[config.mk]
export PLATFORM = sky130hd
export DESIGN_NAME = pbit_sweep_scheduler
export DESIGN_NICKNAME = d
export VERILOG_FILES = /design/src/rtl/pbit_sweep_scheduler.sv
export SDC_FILE = /design/constraint.sdc
export NUM_CORES = 1
export LEC_CHECK = 0
export CAP_MARGIN = 20
export CORE_UTILIZATION = 25
export DETAILED_ROUTE_END_ITERATION = 7
export PLACE_DENSITY = 0.5
export SLEW_MARGIN = 20
export SYNTH_ARGS = -nofsm -noshare
export SYNTH_HDL_FRONTEND = slang
export SYNTH_SLANG_ARGS = --single-unit
[constraint.sdc]
create_clock -name clk -period 12.1 [get_ports clk]
set_input_delay 1.815 -clock clk [delete_from_list [all_inputs] [get_ports clk]]
set_output_delay 1.815 -clock clk [all_outputs]
set_load 0.01 [all_outputs]
[src/rtl/pbit_sweep_scheduler.sv]
// Purpose: sequential-Gibbs sweep scheduler sharing one P-bit among N_PBITS spins; optional clamp via PBIT_SCHED_CLAMP_EN.
// Latency: per p-bit, one FETCH plus the read latency per weight/bias, then one EVAL cycle; done follows the final EVAL.
// Backpressure: at most one weight read outstanding; the scheduler stalls in WAIT until w_valid arrives.
module pbit_sweep_scheduler #(
  parameter int N_PBITS = 8,
  parameter int ACC_W   = 14   // must cover 8 + ceil(log2(N_PBITS+1)) bits so sums never wrap
) (
  input  logic                clk,
  input  logic                reset_n,
  input  logic                start,
  input  logic [15:0]         num_sweeps,
  output logic                busy,
  output logic                done,
  output logic                w_req,
  output logic [11:0]         w_addr,
  input  logic                w_valid,
  input  logic signed [7:0]   w_data,
  output logic signed [7:0]   pb_I,
  output logic                pb_enable,
  input  logic                pb_m,
`ifdef PBIT_SCHED_CLAMP_EN
  input  logic [N_PBITS-1:0]  clamp_mask,
  input  logic [N_PBITS-1:0]  clamp_val,
`endif
  output logic [N_PBITS-1:0]  state,
  output logic [15:0]         sweep_cnt
);

  localparam int IW = $clog2(N_PBITS);
  localparam int JW = $clog2(N_PBITS + 1);
  localparam logic [JW-1:0]          J_BIAS = JW'(N_PBITS);
  localparam logic signed [ACC_W-1:0] SAT_HI = ACC_W'(127);
  localparam logic signed [ACC_W-1:0] SAT_LO = ACC_W'(-128);

  typedef enum logic [2:0] {IDLE, FETCH, WAIT, EVAL, DONE} st_t;

  st_t                      st_q, st_d;
  logic [IW-1:0]            i_q;
  logic [JW-1:0]            j_q;
  logic signed [ACC_W-1:0]  acc_q;
  logic [N_PBITS-1:0]       m_q;
  logic [15:0]              sweep_q;
  logic [15:0]              nsw_q;
  logic [N_PBITS-1:0]       skip_q;

  logic [N_PBITS-1:0]       skip_start;
  logic [N_PBITS-1:0]       clamp_force;
  logic                     first_start_vld;
  logic [IW-1:0]            first_start_idx;
  logic [IW-1:0]            first_run_idx;
  logic                     next_vld;
  logic [IW-1:0]            next_idx;
  logic [JW-1:0]            j_inc;
  logic [JW-1:0]            j_next;
  logic signed [ACC_W-1:0]  w_ext;
  logic [N_PBITS:0]         m_ext;
  logic signed [ACC_W-1:0]  acc_add;
  logic signed [7:0]        pb_sat;
  logic                     last_sweep;

  // Clamped p-bits are never fetched or evaluated; their spin is forced once at run start.
`ifdef PBIT_SCHED_CLAMP_EN
  assign skip_start  = clamp_mask;
  assign clamp_force = clamp_val & clamp_mask;
`else
  assign skip_start  = '0;
  assign clamp_force = '0;
`endif

  // First weight index for a p-bit: the self-weight J_ii is never fetched.
  function automatic logic [JW-1:0] first_j(input logic [IW-1:0] ii);
    return (ii == '0) ? JW'(1) : '0;
  endfunction

  // Find the first evaluated p-bit for a new run, the first for the next sweep, and the successor of i.
  always_comb begin
    first_start_vld = 1'b0;
    first_start_idx = '0;
    first_run_idx   = '0;
    next_vld        = 1'b0;
    next_idx        = '0;
    for (int k = N_PBITS - 1; k >= 0; k--) begin
      if (!skip_start[k]) begin
        first_start_vld = 1'b1;
        first_start_idx = IW'(k);
      end
      if (!skip_q[k]) begin
        first_run_idx = IW'(k);
      end
      if (!skip_q[k] && (k > int'(i_q))) begin
        next_vld = 1'b1;
        next_idx = IW'(k);
      end
    end
  end

  // Next weight column, stepping over the diagonal; j never passes the bias slot since i < N_PBITS.
  assign j_inc  = j_q + JW'(1);
  assign j_next = (j_inc == JW'(i_q)) ? (j_q + JW'(2)) : j_inc;

  // Signed contribution: bias adds as-is, a weight adds for spin 1 and subtracts for spin 0.
  assign w_ext   = ACC_W'(w_data);
  assign m_ext   = {1'b0, m_q};
  assign acc_add = ((j_q == J_BIAS) || m_ext[j_q]) ? (acc_q + w_ext) : (acc_q - w_ext);

  assign last_sweep = ((sweep_q + 16'd1) == nsw_q);
  assign w_addr     = 12'(i_q) * 12'(N_PBITS + 1) + 12'(j_q);
  assign state      = m_q;
  assign sweep_cnt  = sweep_q;

  // Clip the accumulator into the P-bit's 8-bit signed input range.
  always_comb begin
    if (acc_q > SAT_HI) begin
      pb_sat = 8'sh7F;
    end else if (acc_q < SAT_LO) begin
      pb_sat = 8'sh80;
    end else begin
      pb_sat = acc_q[7:0];
    end
  end

  // State register.
  always_ff @(posedge clk) begin
    if (!reset_n) begin
      st_q <= IDLE;
    end else begin
      st_q <= st_d;
    end
  end

  // Next-state logic and state-decoded outputs.
  always_comb begin
    st_d      = st_q;
    busy      = 1'b0;
    done      = 1'b0;
    w_req     = 1'b0;
    pb_enable = 1'b0;
    pb_I      = '0;
    case (st_q)
      IDLE: begin
        // A run with nothing to evaluate (zero sweeps or every p-bit clamped) finishes immediately.
        if (start) begin
          st_d = ((num_sweeps == 16'd0) || !first_start_vld) ? DONE : FETCH;
        end
      end
      FETCH: begin
        busy  = 1'b1;
        w_req = 1'b1;
        st_d  = WAIT;
      end
      WAIT: begin
        busy = 1'b1;
        if (w_valid) begin
          st_d = (j_q == J_BIAS) ? EVAL : FETCH;
        end
      end
      EVAL: begin
        busy      = 1'b1;
        pb_enable = 1'b1;
        pb_I      = pb_sat;
        st_d      = (!next_vld && last_sweep) ? DONE : FETCH;
      end
      DONE: begin
        done = 1'b1;
        st_d = IDLE;
      end
      default: st_d = IDLE;
    endcase
  end

  // Run bookkeeping: accumulation, index stepping, spin write-back and sweep counting.
  always_ff @(posedge clk) begin
    if (!reset_n) begin
      i_q     <= '0;
      j_q     <= '0;
      acc_q   <= '0;
      m_q     <= '0;
      sweep_q <= '0;
      nsw_q   <= '0;
      skip_q  <= '0;
    end else begin
      case (st_q)
        IDLE: begin
          if (start) begin
            nsw_q   <= num_sweeps;
            sweep_q <= '0;
            skip_q  <= skip_start;
            m_q     <= (m_q & ~skip_start) | clamp_force;
            i_q     <= first_start_idx;
            j_q     <= first_j(first_start_idx);
            acc_q   <= '0;
          end
        end
        WAIT: begin
          if (w_valid) begin
            acc_q <= acc_add;
            if (j_q != J_BIAS) begin
              j_q <= j_next;
            end
          end
        end
        EVAL: begin
          // The new spin is visible to every later accumulation in this sweep.
          m_q[i_q] <= pb_m;
          acc_q    <= '0;
          if (next_vld) begin
            i_q <= next_idx;
            j_q <= first_j(next_idx);
          end else begin
            i_q     <= first_run_idx;
            j_q     <= first_j(first_run_idx);
            sweep_q <= sweep_q + 16'd1;
          end
        end
        default: ;
      endcase
    end
  end

endmodule

==> reports/qor.txt, run 1 <==
reg-to-reg critical path endpoint = acc_q[13]$_SDFFE_PN0P_
CTS sink cnt = 64
CP startpoint kind = input pin
Overall Global Routing Usage = 14.2%
postcts setup bufs = 0
port bufs = 71
Seq cells post-synth = 64
worst flop-to-flop path startpoint = j_q[0]$_SDFFE_PN0P_
first-pass GRT wire length = 20,500 µm
pwr dens = 112 nW/µm²
area leader, netlist = dfxtp_1
slowest library cell on the worst path = a2111oi_0
DIE HEIGHT = 136 µm
hold violation count in the final report = 0
sequential-to-total area share from yosys stat = 28.6%
top cells by area, synth = dfxtp_1 (29%), ha_1 (7.5%), a21oi_1 (7.1%)
VDD IR-drop max = 0.0796 mV
Root Buffer = clkbuf_16
core area = 17,400 µm²
min-delay worst type = flop to flop
status = completed
Reg2Reg Depth = 13
DR WL met3 = 827 µm
DRT Pass-1 Iters = 5
initial antenna violation count = 0
number of unique standard cell types used by synthesis = 65
Congestion Overflow GR = 0
Hold Crit Depth = 2
Met1 Wirelength = 5700 µm
largest net degree at the start of global routing = 55
reg2reg setup slack = 7.69 ns
max-cap violations = 0
Nets = 691
Crit Path Max Fanout = 4
asr flop ratio synth = 0%
WP data arrival = 5.41 ns
RSZ-0062 raised after global routing = false
Ant. Diodes = 0
Final setup viols = 0
DR WL met2 = 5860 µm
placed cells = 847
Residual DRC = 0
worst-margin pin slew = 1.01 ns
gpl congestion = 0.852
synth warn = 0
Post-Route WL = 12,500 µm
area of the die = 18,500 µm²
Post-DRT Antenna Nets = 0
static leakage = 2.11 nW
worst-path cell chain = clkdlybuf4s50_1, inv_1, ha_1, nand2_1, or3_1, nor2_1, nor2_1, mux2_2, ha_1, a21oi_1, o21ai_0, a2111oi_0, a211oi_1, o31a_1, o21ai_1
CP required = 12.37 ns
violation count after the first detailed-routing iteration = 192
fmax = 195 MHz
Post-synth EDFFs = 0
# H-tree levels = 3
post-synth top area share = 28.6%
Final Cycle Share = 42.4%
critical path's largest stage delay = 0.74 ns
clk_skew = 0.00503 ns
Setup crit end kind = flop
Post-Syn Instances = 580
Post-CTS Resized = 0
Hold EP = nsw_q[10]$_SDFFE_PN0P_
share of cells above drive strength 1 = 5.80%
row count = 48
Post-synth top flop = dfxtp_1
vias in the first global route = 4,028
Area Growth Syn to Fin = 26.3%
Clock Tree Buf Depth = 2
hold_sp = nsw_q[10]$_SDFFE_PN0P_
Wirelength per Cell = 14.5 µm
relative slew slack = 32.6%
die width = 136 µm
minimum clock period = 5.13 ns
Top Metal Used = met4
Num CTS Buffers = 9
CTS tree = done
post-DP HPWL = 9400 µm
Vias = 4,299
Final Non-Filler Cells = 863
setup tns final = 0 ns
max-slew violations = 0
synthesized area = 4480 µm²
Via density = 4.98
Initial Utilization = 25.7%
I/O pins = 77
clk_lat worst skew = 0.34 ns
hold buffers post-CTS = 0
CTS clk-pin slew, worst paths = 0.06 ns
Post-Syn Area per Cell = 7.73 µm²
Setup CP Type = input pin to flop
-- report_power, final --
group | total [mW] | switching [mW] | internal, mW
Combinational | 0.121 | 0.0697 | 0.0512
Sequential | 0.234 | 0.0135 | 0.220
Clock | 0.280 | 0.100 | 0.180
-- worst max-delay path by stage --
| stage | from | end | slack (ns) | depth (start not counted) |
|---|---|---|---|---|
| 5_1_grt | w_data[0] | acc_q[13]$_SDFFE_PN0P_ | 6.67 | 15 |
| 4_1_cts | w_data[0] | acc_q[13]$_SDFFE_PN0P_ | 6.96 | 15 |
| 3_5_place_dp | w_data[0] | acc_q[13]$_SDFFE_PN0P_ | 6.62 | 15 |
| 2_1_floorplan | w_data[1] | acc_q[13]$_SDFFE_PN0P_ | 7.58 | 14 |
| 3_3_place_gp | w_data[0] | acc_q[13]$_SDFFE_PN0P_ | 6.73 | 15 |
| 6_report | w_data[0] | acc_q[13]$_SDFFE_PN0P_ | 6.97 | 15 |
-- sequential cells by signal, summed over array words and instances, names as in the netlist --
signal / count
i_q: 3
sweep_cnt: 16
acc_q: 14
j_q: 4
st_q: 3
state: 8
nsw_q: 16
-- stage by stage --
stage | hold slack [ns] | cell area [µm²] | power [mW] | utilization [%] | worst slack [ns]
after floorplan | 0.448 | 4500 | 0.317 | - | 7.58
after detailed placement | 0.461 | 5340 | 0.360 | 30.7 | 6.62
after global routing | 0.480 | 5670 | 0.669 | 32.5 | 6.67
final | 0.469 | 5670 | 0.635 | 32.5 | 6.97
after global placement | 0.461 | 5340 | 0.358 | 30.7 | 6.73
after CTS | 0.469 | 5670 | 0.646 | 32.5 | 6.96
-- Yosys cell counts (all sizes together) (3+ instances only) --
cell type	number
a211oi	3
a21o	8
a21oi	64
a22oi	6
a31oi	4
and2	4
and3	3
buf	14
clkbuf	21
dfxtp	64
ha	27
inv	11
mux2	6
mux2i	12
nand2	80
nand3	13
nand3b	6
nand4	7
nand4b	3
nor2	70
nor2b	5
nor3	11
nor4	13
o211ai	5
o21a	3
o21ai	29
o311ai	3
o31ai	4
or3	11
xnor2	29
xor2	13
-- layout by cell type (no fill, tap or decap), types with 2 or more instances in the layout --
master / count
ha_1: 27
mux2_2: 6
a22oi_1: 6
fa_1: 2
and2_1: 4
buf_4: 2
clkdlybuf4s50_1: 71
nor3_1: 11
o21a_1: 3
nand4b_1: 3
inv_1: 10
and3_1: 3
o311ai_0: 3
o21ai_0: 26
dfxtp_1: 64
nand3_1: 11
mux4_2: 2
conb_1: 5
nand3b_1: 6
nor2_1: 70
or3_1: 10
xor2_1: 13
mux2i_1: 12
a211oi_1: 3
clkbuf_16: 9
o21ai_1: 3
o211ai_1: 5
a31oi_1: 4
a21oi_1: 64
a211o_1: 2
bufinv_16: 2
clkinvlp_4: 3
xnor2_1: 29
nand2_1: 80
a21o_1: 8
nand4_1: 6
nor4_1: 12
nor2b_1: 5
o31ai_1: 3
nand3_4: 2
-- cells by family after synthesis --
family / after synthesis / share of synthesized area, %
AO/OA/AOI/OAI: 143 / 19.2
XOR/XNOR: 42 / 8.20
adder cells (fa/ha/maj): 29 / 8.43
buffers and inverters: 46 / 4.55
flip-flops: 64 / 28.6
multiplexers: 20 / 5.19
other: 1 / 0.0836
AND/OR/NAND/NOR: 235 / 25.8
-- layout make-up --
| cell class | count | area [µm²] |
|---|---|---|
| inverter | 11 | 41.3 |
| clock buffer | 9 | 225 |
| tap | 225 | 282 |
| multi-input combinational | 474 | 3010 |
| clock inverter | 7 | 96.3 |
| sequential | 64 | 1280 |
| fill | 1873 | 11800 |
| timing repair buffer | 73 | 726 |
-- critical path, delay by kind of cell --
| kind | cells | cell delay, ns |
|---|---|---|
| buf+inv | 2 | 0.58 |
| mux | 1 | 0.28 |
| simple gates | 4 | 0.58 |
| compound gates | 6 | 1.66 |
| fa+ha+maj | 2 | 0.49 |
-- per-layer routing --
metal,GRT usage [%],up-vias
met5,0,-
li1,-,2172
met3,4.25,11
met2,24.0,123
met4,3.27,0
met1,17.7,1993
Note: power is estimated with default switching activity, not from simulation.
==> run 2: changes to the inputs <==
- PLACE_DENSITY: 0.5 -> 0.51
- clock period: 12.1 -> 4.3 ns (I/O delays scaled with it)
==> run 2 against run 1 <==
Effect of this change:
- count of clock-buffer cells in the layout grew 4
- cell area shrank 0.51%
- first-iteration DRC count grew 47%
- combinational power grew to 2.8 times the previous value
- largest power group is now registers
- via count grew 0.21%
- final cell count grew 0.35%
- sequential power grew to 2.8 times the previous value
==> reports/qor.txt, run 2 (same netlist as run 1, synthesis figures left out) <==
die width = 136 µm
Root Buffer = clkbuf_16
GR Layer Usage met3 = 3.69%
Overall Global Routing Usage = 14.4%
Wirelength per Cell = 14.7 µm
share of cells above drive strength 1 = 5.77%
gpl congestion = 0.833
Final Cycle Share = 87.4%
reg2reg setup slack = 0.54 ns
Area Growth Syn to Fin = 25.7%
Congestion Overflow GR = 0
RSZ-0062 raised after global routing = false
core area = 17,400 µm²
WP data arrival = 4.02 ns
Post-DRT Antenna Nets = 0
finished layout cell area = 5640 µm²
max-cap violations = 0
largest net degree at the start of global routing = 33
static leakage = 2.11 nW
Final setup viols = 0
Initial Utilization = 25.7%
area of the die = 18,500 µm²
relative slew slack = 50.7%
Post-CTS Resized = 0
Crit Path Max Fanout = 11
VDD IR-drop max = 0.205 mV
Residual DRC = 0
CP required = 4.56 ns
clk_skew = 0.00720 ns
Placed Area = 5380 µm²
CTS sink cnt = 64
Ant. Diodes = 0
CTS clk-pin slew, worst paths = 0.05 ns
Setup CP Type = flop to flop
vias in the first global route = 4,083
Post-Route WL = 12,700 µm
worst-margin pin slew = 0.737 ns
initial antenna violation count = 0
first-pass GRT wire length = 20,600 µm
max-slew violations = 0
# H-tree levels = 3
post-DP HPWL = 9540 µm
Num CTS Buffers = 9
Vias = 4,308
most frequent cells in the layout = nand2_1 (80), clkdlybuf4s50_1 (71), nor2_1 (70), a21oi_1 (64), dfxtp_1 (64)
Setup crit end kind = flop
Via density = 4.97
fmax = 266 MHz
CTS tree = done
CP startpoint kind = flop
status = completed
Final Non-Filler Cells = 866
placed cells = 852
postcts setup bufs = 0
minimum clock period = 3.76 ns
fillers = 1,852
pwr dens = 292 nW/µm²
GR peak layer = met2
min-delay worst type = flop to flop
hold buffers post-CTS = 0
Nets = 696
violation count after the first detailed-routing iteration = 282
Clock Tree Buf Depth = 2
DRT Pass-1 Iters = 7
port bufs = 71
grt met2 use = 23.5%
I/O pins = 77
met1 Resource Use GR = 18.4%
clk_lat worst skew = 0.33 ns
hold violation count in the final report = 0
DIE HEIGHT = 136 µm
setup tns final = 0 ns
row count = 48
commonest non-fill, non-tap cell in the layout = nand2_1
run 2: path summary, 6_finish.rpt:
path,start,end,cells past startpoint
min reg2reg,nsw_q[13]$_SDFFE_PN0P_,nsw_q[13]$_SDFFE_PN0P_,2
max,j_q[0]$_SDFFE_PN0P_,acc_q[13]$_SDFFE_PN0P_,15
min,nsw_q[13]$_SDFFE_PN0P_,nsw_q[13]$_SDFFE_PN0P_,2
max reg2reg,j_q[0]$_SDFFE_PN0P_,acc_q[13]$_SDFFE_PN0P_,15
run 2: metrics by stage:
stage	util (%)	worst slack [ns]	power [mW]	hold slack, ns
5_1_grt	32.4	0.214	1.74	0.495
2_1_floorplan	-	0.490	0.891	0.448
4_1_cts	32.4	0.504	1.68	0.476
6_report	32.4	0.542	1.65	0.473
3_3_place_gp	30.9	0.498	1.01	0.465
3_5_place_dp	30.9	0.481	1.02	0.469
run 2: layout make-up:
class                           count  area [µm²]  share of cell area, %
Multi-Input combinational cell    474        3010                   53.5
Tap cell                          225         282                   4.99
Clock buffer                       13         250                   4.44
Timing Repair Buffer               78         763                   13.5
Inverter                           11        41.3                  0.733
Sequential cell                    64        1280                   22.7
Clock inverter                      1        5.00                 0.0888
run 2: metal layers:
metal | up-vias | wire length [µm]
li1 | 2179 | -
met1 | 2047 | 6020
met2 | 78 | 6130
met3 | 4 | 531
met4 | 0 | 65
met5 | - | 0
run 2: where the power goes:
| group | leakage [nW] | switching [mW] | internal [mW] |
|---|---|---|---|
| clock | 0.126 | 0.247 | 0.398 |
| sequential | 0.519 | 0.0365 | 0.620 |
| combinational | 1.46 | 0.196 | 0.148 |
| total | 2.11 | 0.480 | 1.17 |
run 2: worst max-delay path: stages (launching register included):
cell and delay, ns:
dfxtp_1 0.51, mux4_2 0.54, nand2_1 0.08, a22o_1 0.21, buf_4 0.20, nand2_1 0.07, o21ai_0 0.14, ha_1 0.30
a21oi_1 0.18, o21ai_1 0.10, a21o_1 0.23, a2111oi_0 0.42, buf_4 0.20, a211oi_1 0.09, o31a_1 0.31, o21ai_1 0.10
==> edit, RTL diff (config.mk and constraints of run 2) <==
Register the inputs `start`, `num_sweeps`, `w_valid`, `w_data` and `pb_m` before use. The logic sees them one clock later.
--- a/src/rtl/pbit_sweep_scheduler.sv
+++ b/src/rtl/pbit_sweep_scheduler.sv
@@ -36,2 +36,16 @@
 
+  logic start_q;
+  logic [15:0] num_sweeps_q;
+  logic w_valid_q;
+  logic signed [7:0] w_data_q;
+  logic pb_m_q;
+
+  always_ff @(posedge clk) begin
+    start_q      <= start;
+    num_sweeps_q <= num_sweeps;
+    w_valid_q    <= w_valid;
+    w_data_q     <= w_data;
+    pb_m_q       <= pb_m;
+  end
+
   st_t                      st_q, st_d;
@@ -101,3 +115,3 @@
   // Signed contribution: bias adds as-is, a weight adds for spin 1 and subtracts for spin 0.
-  assign w_ext   = ACC_W'(w_data);
+  assign w_ext   = ACC_W'(w_data_q);
   assign m_ext   = {1'b0, m_q};
@@ -141,4 +155,4 @@
         // A run with nothing to evaluate (zero sweeps or every p-bit clamped) finishes immediately.
-        if (start) begin
-          st_d = ((num_sweeps == 16'd0) || !first_start_vld) ? DONE : FETCH;
+        if (start_q) begin
+          st_d = ((num_sweeps_q == 16'd0) || !first_start_vld) ? DONE : FETCH;
         end
@@ -152,3 +166,3 @@
         busy = 1'b1;
-        if (w_valid) begin
+        if (w_valid_q) begin
           st_d = (j_q == J_BIAS) ? EVAL : FETCH;
@@ -183,4 +197,4 @@
         IDLE: begin
-          if (start) begin
-            nsw_q   <= num_sweeps;
+          if (start_q) begin
+            nsw_q   <= num_sweeps_q;
             sweep_q <= '0;
@@ -194,3 +208,3 @@
         WAIT: begin
-          if (w_valid) begin
+          if (w_valid_q) begin
             acc_q <= acc_add;
@@ -203,3 +217,3 @@
           // The new spin is visible to every later accumulation in this sweep.
-          m_q[i_q] <= pb_m;
+          m_q[i_q] <= pb_m_q;
           acc_q    <= '0;
Formal check against the unedited RTL: not equivalent (a bounded check fails within 4 cycles, from zero or initial values and one cycle with reset_n low).
==> edit against run 2 <==
Worst setup slack lost 0.10 ns; critical endpoint unchanged; sequential cell count is 27 higher; area after synthesis grew 14%; critical path depth is 3 lower; final area rose by 12%; routed wire length grew 4.7%; fmax decreased by 2.6%; largest cell class unchanged; power rose by 17%.
==> edit: results <==
[synthesis]
synth_compound_area_share_pct = 18.2
synthDistinctLibCells = 64
async_flop_share_pct = 0
yosys-top-cells-count = "dfxtp_1 (91), nand2_1 (85), nor2_1 (49), a21oi_1 (44), ha_1 (27)"
synth_xor_area_share_pct = 7.34
muxShareOfSynthArea_pct = 2.80
ys_warn_count = 0
synth_top_flop_cell = "dfxtp_1"
synthAdderAreaFrac_pct = 7.37
yosysMostFrequentCell = "dfxtp_1"
synth.area.top_cells = "dfxtp_1 (36%), ha_1 (6.6%), nand2_1 (6.2%), a21oi_1 (4.3%), xnor2_1 (3.9%)"
seq_area_frac_synth_pct = 35.5

[clock_tree]
cts_setup_buffers = 0
cts_buffer_depth = 2
cts_made_buffers = 9
clk_latency_ns = 0.34
root_buffer = "clkbuf_16"
clkSlewWorstSetupHoldPaths_ns = 0.07

[grt]
grt_use_met2_pct = 20.6
grt_first_pass_wirelength_um = 22100
use_met3_pct = 2.89
grt_max_degree = 22
grt_pass1_vias = 4219
antenna_found_initial = 0
grt_usage_pct = 13.0
use_met1_pct = 17.5

[status]
outcome = "completed"

[sta]
max-slew-margin-rel_pct = 44.6
clock_skew_ns = 0.00563
timing.setup.tns_ns = 0

[layout]
nNetsFinal = 736
num_antenna_cells = 0
drive_above_1_share_pct = 4.84

[run]
cap_viol_max_count = 0

[detailed_routing]
first_pass_iters = 5
wl_met2_um = 5910
met3_length_um = 481
avgRoutedWirePerCell_um = 14.0
via_per_inst = 4.66
drt-met1-wl_um = 6760
dr.first_iter.drc_count = 270

[setup_path]
crit_fanout = 9
cp.arrival_ns = 4.15
slowest_stage = "dfxtp_1"
max_stage_delay_ns = 0.53

[pwr]
vdd_ir_drop_max_v = 0.000166
total_power_mw = 1.92
p_int_mw = 1.40
p_leak_nw = 2.43

[placement]
hpwl_um = 10200
gp_congestion = 0.791
numPortBuffers = 71
place_area_sq_um = 6060

[min_path]
hp-class = "register to register"
## edit: cell type report
| type | count | area [sq um] |
|---|---|---|
| clock inverter | 2 | 12.5 |
| inverter | 15 | 56.3 |
| fill | 2190 | 13900 |
| sequential | 91 | 1820 |
| timing repair buffer | 77 | 756 |
| tap | 270 | 338 |
| multi-input combinational | 484 | 3080 |
| clock buffer | 13 | 250 |
## edit: path summary, 6_finish.rpt
| path | endpoint | depth (start not counted) | start | slack (ns) |
|---|---|---|---|---|
| max reg2reg | acc_q[13] | 12 | j_q[0] | 0.44 |
| min | nsw_q[3] | 2 | num_sweeps_q[3] | 0.45 |
| min reg2reg | nsw_q[3] | 2 | num_sweeps_q[3] | 0.45 |
| max | acc_q[13] | 12 | j_q[0] | 0.44 |
## edit: cell families after synthesis
group,count (synthesis)
AO/OA/AOI/OAI,142
XOR/XNOR,43
adder cells (fa/ha/maj),29
buffers and inverters,54
flip-flops,91
multiplexers,11
other,1
AND/OR/NAND/NOR,254
## edit: stage by stage
step                      hold WS (ns)  worst slack (ns)  instances
final                            0.453             0.440        952
after global routing             0.472             0.112        952
after CTS                        0.455             0.410        952
after detailed placement         0.449             0.424        937
after global placement           0.443             0.467        937
after floorplan                  0.432             0.612        629
## edit: worst max-delay path: cells and delay by family (launching register included)
| kind | cells | cell delay [ns] |
|---|---|---|
| adders and majority gates | 1 | 0.28 |
| DFF | 1 | 0.53 |
| muxes | 2 | 0.71 |
| AOI/OAI and AO/OA | 4 | 1.47 |
| and+or+nand+nor | 5 | 0.81 |
## edit: power by group through the flow
stage,combinational [mW],sequential (mW),clock [mW]
floorplan,0.200,0.915,0
global placement,0.272,0.932,0
detailed placement,0.271,0.933,0
CTS,0.273,0.913,0.763
global route,0.305,0.919,0.798
finish,0.269,0.913,0.738
